`config.mk`:
```
export PLATFORM = sky130hd
export DESIGN_NAME = halftone
export DESIGN_NICKNAME = d
export VERILOG_FILES = /design/src/rtl/halftone_pkg.sv /design/src/rtl/halftone_threshold.sv /design/src/rtl/halftone.sv
export SDC_FILE = /design/constraint.sdc
export NUM_CORES = 1
export LEC_CHECK = 0
export CAP_MARGIN = 25
export CORE_UTILIZATION = 46
export CTS_CLUSTER_SIZE = 14
export DETAILED_ROUTE_END_ITERATION = 8
export PLACE_DENSITY = 0.84
export SKIP_LAST_GASP = 1
export SLEW_MARGIN = 25
export SYNTH_ARGS = -nofsm -noshare
export SYNTH_HDL_FRONTEND = slang
export SYNTH_SLANG_ARGS = --single-unit
```
`constraint.sdc`:
```
create_clock -name clk -period 3.7 [get_ports clk]
set_input_delay 0.37 -clock clk [delete_from_list [all_inputs] [get_ports clk]]
set_output_delay 0.37 -clock clk [all_outputs]
set_load 0.01 [all_outputs]
```
`src/rtl/halftone_pkg.sv`:
```
// Shared constants for the 4x4 ordered-dither halftoner: Bayer matrix,
// threshold scaling and default colours.
package halftone_pkg;

  localparam int unsigned THR_STEP   = 128;
  localparam int unsigned THR_OFFSET = 64;

  localparam logic [23:0] DEF_ON_COLOR  = 24'hFFFFFF;
  localparam logic [23:0] DEF_OFF_COLOR = 24'h000000;

  // Indexed [y][x]
  localparam logic [3:0] BAYER [0:3][0:3] = '{
    '{4'd0,  4'd8,  4'd2,  4'd10},
    '{4'd12, 4'd4,  4'd14, 4'd6 },
    '{4'd3,  4'd11, 4'd1,  4'd9 },
    '{4'd15, 4'd7,  4'd13, 4'd5 }
  };

  function automatic logic [10:0] bayer_thr(input logic [1:0] y, input logic [1:0] x);
    return 11'(BAYER[y][x]) * 11'(THR_STEP) + 11'(THR_OFFSET);
  endfunction

endpackage

```
`src/rtl/halftone_threshold.sv`:
```
// Combinational dot decision for one pixel; HALFTONE_INVERT_EN flips polarity.
// Zero latency, no flow control.
module halftone_threshold
  import halftone_pkg::*;
(
  input  logic [1:0]  x_lo,
  input  logic [1:0]  y,
  input  logic [10:0] sum,
  output logic        dot
);

  logic [10:0] thr;

  always_comb begin
    thr = bayer_thr(y, x_lo);
`ifdef HALFTONE_INVERT_EN
    dot = (sum < thr);
`else
    dot = (sum >= thr);
`endif
  end

endmodule

```
`src/rtl/halftone.sv`:
```
// 4x4 Bayer halftoner with raster tracking (HALFTONE_INVERT_EN = ink polarity).
// 1-clock registered latency; no backpressure, one pixel accepted per clock.
module halftone
  import halftone_pkg::*;
#(
  parameter int          LINE_WIDTH = 640,
  parameter logic [23:0] ON_COLOR   = DEF_ON_COLOR,
  parameter logic [23:0] OFF_COLOR  = DEF_OFF_COLOR
) (
  input  logic        clk,
  input  logic        reset,
  input  logic [10:0] sum,
  input  logic        newFrame,
  output logic [23:0] htPixel,
  output logic        ready
);

  localparam int XW = (LINE_WIDTH > 1) ? $clog2(LINE_WIDTH) : 1;
  localparam logic [XW-1:0] LAST_X = XW'(LINE_WIDTH - 1);

  logic [XW-1:0] x_q, x_d, pos_x;
  logic [1:0]    y_q, y_d, pos_y;
  logic          running_q, running_d;
  logic          ready_q, ready_d;
  logic [23:0]   ht_pixel_q, ht_pixel_d;
  logic          advance;
  logic          dot;

  halftone_threshold u_thr (
    .x_lo (pos_x[1:0]),
    .y    (pos_y),
    .sum  (sum),
    .dot  (dot)
  );

  always_comb begin
    // A newFrame pulse restarts the raster in the same cycle it arrives.
    pos_x      = newFrame ? '0 : x_q;
    pos_y      = newFrame ? '0 : y_q;
    advance    = running_q | newFrame;
    x_d        = x_q;
    y_d        = y_q;
    running_d  = running_q | newFrame;
    ready_d    = advance;
    ht_pixel_d = ht_pixel_q;
    if (advance) begin
      ht_pixel_d = dot ? ON_COLOR : OFF_COLOR;
      if (pos_x == LAST_X) begin
        x_d = '0;
        y_d = pos_y + 2'd1;
      end else begin
        x_d = pos_x + XW'(1);
        y_d = pos_y;
      end
    end
  end

  always_ff @(posedge clk) begin
    if (reset) begin
      x_q        <= '0;
      y_q        <= '0;
      running_q  <= 1'b0;
      ready_q    <= 1'b0;
      ht_pixel_q <= OFF_COLOR;
    end else begin
      x_q        <= x_d;
      y_q        <= y_d;
      running_q  <= running_d;
      ready_q    <= ready_d;
      ht_pixel_q <= ht_pixel_d;
    end
  end

  assign htPixel = ht_pixel_q;
  assign ready   = ready_q;

endmodule

```
# ---- Word level (Yosys, flattened, before mapping)
# Index checks and enable logic that the tools add are counted.
dict set report totals {
  register_bits 37
  out_inout_bits 25
}
dict set report classes {
  addsub 3
  magnitude_cmp 3
  eq_ne 1
  muxes 11
  bitwise 3
}
# operator n
set op_table {}
lappend op_table {{binary-select mux 16 bit (select 2 bit)} 1}
lappend op_table {{2-to-1 mux 16 bit} 2}
lappend op_table {{2-to-1 mux 24 bit} 1}
lappend op_table {{2-to-1 mux 10 bit} 2}
lappend op_table {{adder 11 x 7 -> 11 bit (second input constant)} 1}
lappend op_table {{greater-or-equal comparator 11 bit} 1}
lappend op_table {{adder 10 x 1 -> 10 bit (second input constant)} 1}
lappend op_table {{== test 10 bit (second input constant)} 1}
lappend op_table {{binary-select mux 4 bit (select 2 bit)} 1}
lappend op_table {{2-to-1 mux 4 bit} 2}
lappend op_table {{greater-or-equal comparator 3 bit (second input constant)} 2}
lappend op_table {{NOT 2 -> 3 bit} 2}
lappend op_table {{2-to-1 mux 2 bit} 2}
lappend op_table {{adder 2 x 1 -> 2 bit (second input constant)} 1}
lappend op_table {{OR 1 bit} 1}

# ---- Depth between registers and ports, before layout
dict set report depth {
  depth_word 11
  ltp_mapped 8
}

# ---- Cells and area by module
# Synthesis repeated with hierarchy kept, for this count alone.
dict set report hier_totals {
  cells_unflattened 124
  hier_area_um2 1007.2
}
# module n_inst cells_each area_per_inst_um2
set modules_own_cells {}
lappend modules_own_cells {halftone 1 111 905.9}
lappend modules_own_cells {halftone_threshold 1 13 101.3}

# ---- Worst setup path after synthesis
# No wires, ideal clock.
dict set report synth_path {
  path_type {input -> register}
  startpoint {input port newFrame}
  endpoint {register y_q[1]}
  setup_time_ps 70
  arrival_time_ps 1861
  required_time_ps 3630
  slack_ps 1769
  path_stages 8
  n_path_buf 2
  cell_sequence {clkbuf_1 -> nor2b_1 -> ha_1 -> nand2_1 -> or3_1 -> buf_2 -> or3_1 -> a21boi_1}
}
dict set report synth_via {
  elab_chain_len 3
  elab_cells_between_ends 6
}
# item line_no
set synth_lines {}
lappend synth_lines {{start, declared} halftone.sv:13} ;# input logic newFrame,
lappend synth_lines {{2-to-1 mux 2 bit or 2-to-1 mux 10 bit (tied branches)} {halftone.sv:39, halftone.sv:38}}
lappend synth_lines {{adder 2 x 1 -> 2 bit or == test 10 bit (tied branches)} {halftone.sv:50, halftone.sv:48}}
lappend synth_lines {{2-to-1 mux 2 bit} halftone.sv:48} ;# if (pos_x == LAST_X) begin
lappend synth_lines {{end signal, assigned} halftone.sv:67} ;# y_q <= y_d;
lappend synth_lines {{end, declared} halftone.sv:22} ;# logic [1:0] y_q, y_d, pos_y;
# Several ways; a longest one is shown, not always the timed one.
# A chain may end at the register's enable or synchronous reset.

# ---- Worst setup path in the final report
# Ends and elaborated chain as after synthesis.

==> flow_metrics.env <==
export IMPL_dpl_hpwl_um=1430
export IMPL_wirelength_um=1990
export IMPL_setup_viol=0
export IMPL_die_area_um2=2370
export IMPL_fill_cells=175
export IMPL_synth_xor_area_share_pct=5.24
export IMPL_pre_cts_ws_ns=1.04
export IMPL_grt_pass1_wl_um=3390
export IMPL_period_share_pct=64.1
export IMPL_root_buffer="clkbuf_4"
export IMPL_synth_area_um2=1000
export IMPL_nNetsFinal=153
export IMPL_fin_util_pct=60.4
export IMPL_cp_arrival_ns=2.61
export IMPL_finalPower_uw=381
export IMPL_clock_latency_ns=0.30
export IMPL_yosys_area_top_type_share_pct=27.9
export IMPL_path_clk_slew_ns=0.09
export IMPL_end_kind="flip-flop"
export IMPL_ctsHoldBuffers=0
export IMPL_seq_area_frac_synth_pct=27.9
export IMPL_regArea_um2=280
export IMPL_drc=0
export IMPL_cts_tree="done"
export IMPL_htree_num_levels=1
export IMPL_seqPwrFrac_pct=43.5
export IMPL_switching_share_pct=27.7
export IMPL_grt_total_usage_pct=18.7
export IMPL_drv_slew=0
export IMPL_clkPwrFrac_pct=30.7
export IMPL_period_minus_slack_ns=2.37
export IMPL_die_w_um=48.7
export IMPL_synth_fa_ha_area_share_pct=6.23
export IMPL_synth_top_cells_by_area="dfxtp_1 28%, buf_4 17%, ha_1 6.2%"
export IMPL_grt_antenna_before_repair=0
export IMPL_post_cts_setup_buffers=0
export IMPL_ys_flop_type="dfxtp_1"
export IMPL_hold_violations=0
export IMPL_intPower_uw=275
export IMPL_synth_edff_count=0
export IMPL_grt_pass1_vias=792
export IMPL_start_kind="input port"
export IMPL_antenna_cells=0
export IMPL_maxSlewHeadroom_pct=57.3
export IMPL_rsz0062_at_grt="no"
export IMPL_drive_gt1_share_pct=4.51
export IMPL_fp_coreArea_um2=2000
export IMPL_core_rowCount=16
export IMPL_synthMuxAreaShare_pct=0
export IMPL_synth_warnings=0
export IMPL_max_cap_violations=0
export IMPL_vias=871
export IMPL_ys_types=35
export IMPL_tns_ns=0
export IMPL_clock_fmax_ghz=0.422
export IMPL_io_buffers=32
export IMPL_worst_endpoint_required_ns=3.93
export IMPL_power_frac_comb_pct=25.8
export IMPL_synthSimpleGateAreaFrac_pct=28.3
export IMPL_cts_buffers=3
export IMPL_overflow=0
export IMPL_ios=39
export IMPL_multi_input_area_um2=523
export IMPL_via_per_inst=5.44
export IMPL_wl_per_cell_um=12.4
export IMPL_p_sw_uw=106
export IMPL_syn_nets=143
export IMPL_cellPowerDensity_nw_per_um2=315
export IMPL_post_cts_resized=0
export IMPL_power_leakage_uw=0.000401
export IMPL_place_congestion=0.827
export IMPL_detail_route_antenna_nets=0
export IMPL_synth_seq_cells=14
export IMPL_synth_most_common_cell="buf_4"
export IMPL_status="finished, final reports clean"
export IMPL_async_flop_share_pct=0
export IMPL_synth_avg_cell_area_um2=8.09
export IMPL_grt_max_degree=26
export IMPL_finClkSkew_ns=0.00401
export IMPL_worstMarginPinSlew_ns=0.640
export IMPL_drtIter0Drc=19
export IMPL_placed_area_um2=1170
export IMPL_synth_top_area_cell="dfxtp_1"
export IMPL_synth_compound_area_share_pct=12.3
export IMPL_final_cell_area_um2=1210
export IMPL_synth_cells=124
export IMPL_crit_type="input port to flip-flop"
export IMPL_area_growth_pct=20.4
export IMPL_vdd_ir_drop_max_mv=0.248
export IMPL_setup_ws_ns=1.33
export IMPL_synth_commonest_cells="23 x buf_4, 14 x dfxtp_1, 8 x nand2_1"
export IMPL_dr_pass1_iters=4
export IMPL_clk_path_buf_depth=2
export IMPL_synth_top_family_by_area="simple AND/OR/NAND/NOR gates"
export IMPL_crit_fanout=14
export IMPL_cts_sink_count=14
export IMPL_start_util_pct=50.1
export IMPL_dieHeight_um=48.7
export IMPL_hold_class="flip-flop to flip-flop"
per-stage QoR:
| step | hold slack (ns) | instances |
|---|---|---|
| 6_report | 0.526 | 160 |
| 5_1_grt | 0.559 | 160 |
| 4_1_cts | 0.530 | 160 |
| 3_5_place_dp | 0.516 | 156 |
| 3_3_place_gp | 0.500 | 156 |
| 2_1_floorplan | 0.447 | 124 |
logic make-up after synthesis:
logic type                 count (synthesis)
and+or+nand+nor                           49
AOI/OAI and AO/OA                         20
adders and majority gates                  5
buffers and inverters                     30
DFF                                       14
xor gates and xnor gates                   6
layout by cell type, fill, tap and decap left out, drive strengths merged, types with 5 or more instances in the layout:
master          n
clkdlybuf4s50  32
dfxtp          14
nand2           8
a21oi           7
nor3            7
nor2            6
nor2b           5
nand2b          5
ha              5
routing by layer:
metal	track usage, %	vias up	share of wire [%]
met3	3.46	5	5.7
met4	11.8	0	2.5
li1	-	428	-
met1	21.5	401	44
met2	31.7	37	47
met5	0	-	0
power groups by stage:
| stage | Sequential [uW] | Clock (uW) | Combinational [uW] |
|---|---|---|---|
| global route | 168 | 124 | 105 |
| global placement | 168 | 0 | 96.9 |
| finish | 166 | 117 | 98.3 |
| floorplan | 167 | 0 | 70.3 |
| CTS | 166 | 120 | 98.9 |
| detailed placement | 169 | 0 | 98.6 |
sequential cells by signal (all words and copies together), names as in the netlist:
register,count
x_q,10
y_q,2
htPixel,1
ready,1
worst max-delay path, stage by stage:
cell and delay (ns):
clkdlybuf4s50_1 0.63, nor2b_1 0.23, ha_1 0.23, nand2_1 0.11, or3_1 0.51, or3_1 0.39
a21boi_1 0.14
cell type report:
| class | instances | area share [%] |
|---|---|---|
| clock buffers | 4 | 3.00 |
| inverters | 2 | 0.621 |
| multi-input cells | 80 | 43.3 |
| flip-flops and latches | 14 | 23.2 |
| well taps | 27 | 2.80 |
| repair buffers | 33 | 27.1 |
final timing paths:
check | start | to | slack [ns] | cells after the start
worst min-delay path | x_q[9] | x_q[9] | 0.53 | 2
worst max register to register | x_q[0] | y_q[1] | 1.62 | 6
worst min register to register | x_q[9] | x_q[9] | 0.53 | 2
worst max-delay path | newFrame | y_q[1] | 1.33 | 7
(Power assumes the default switching activity.)
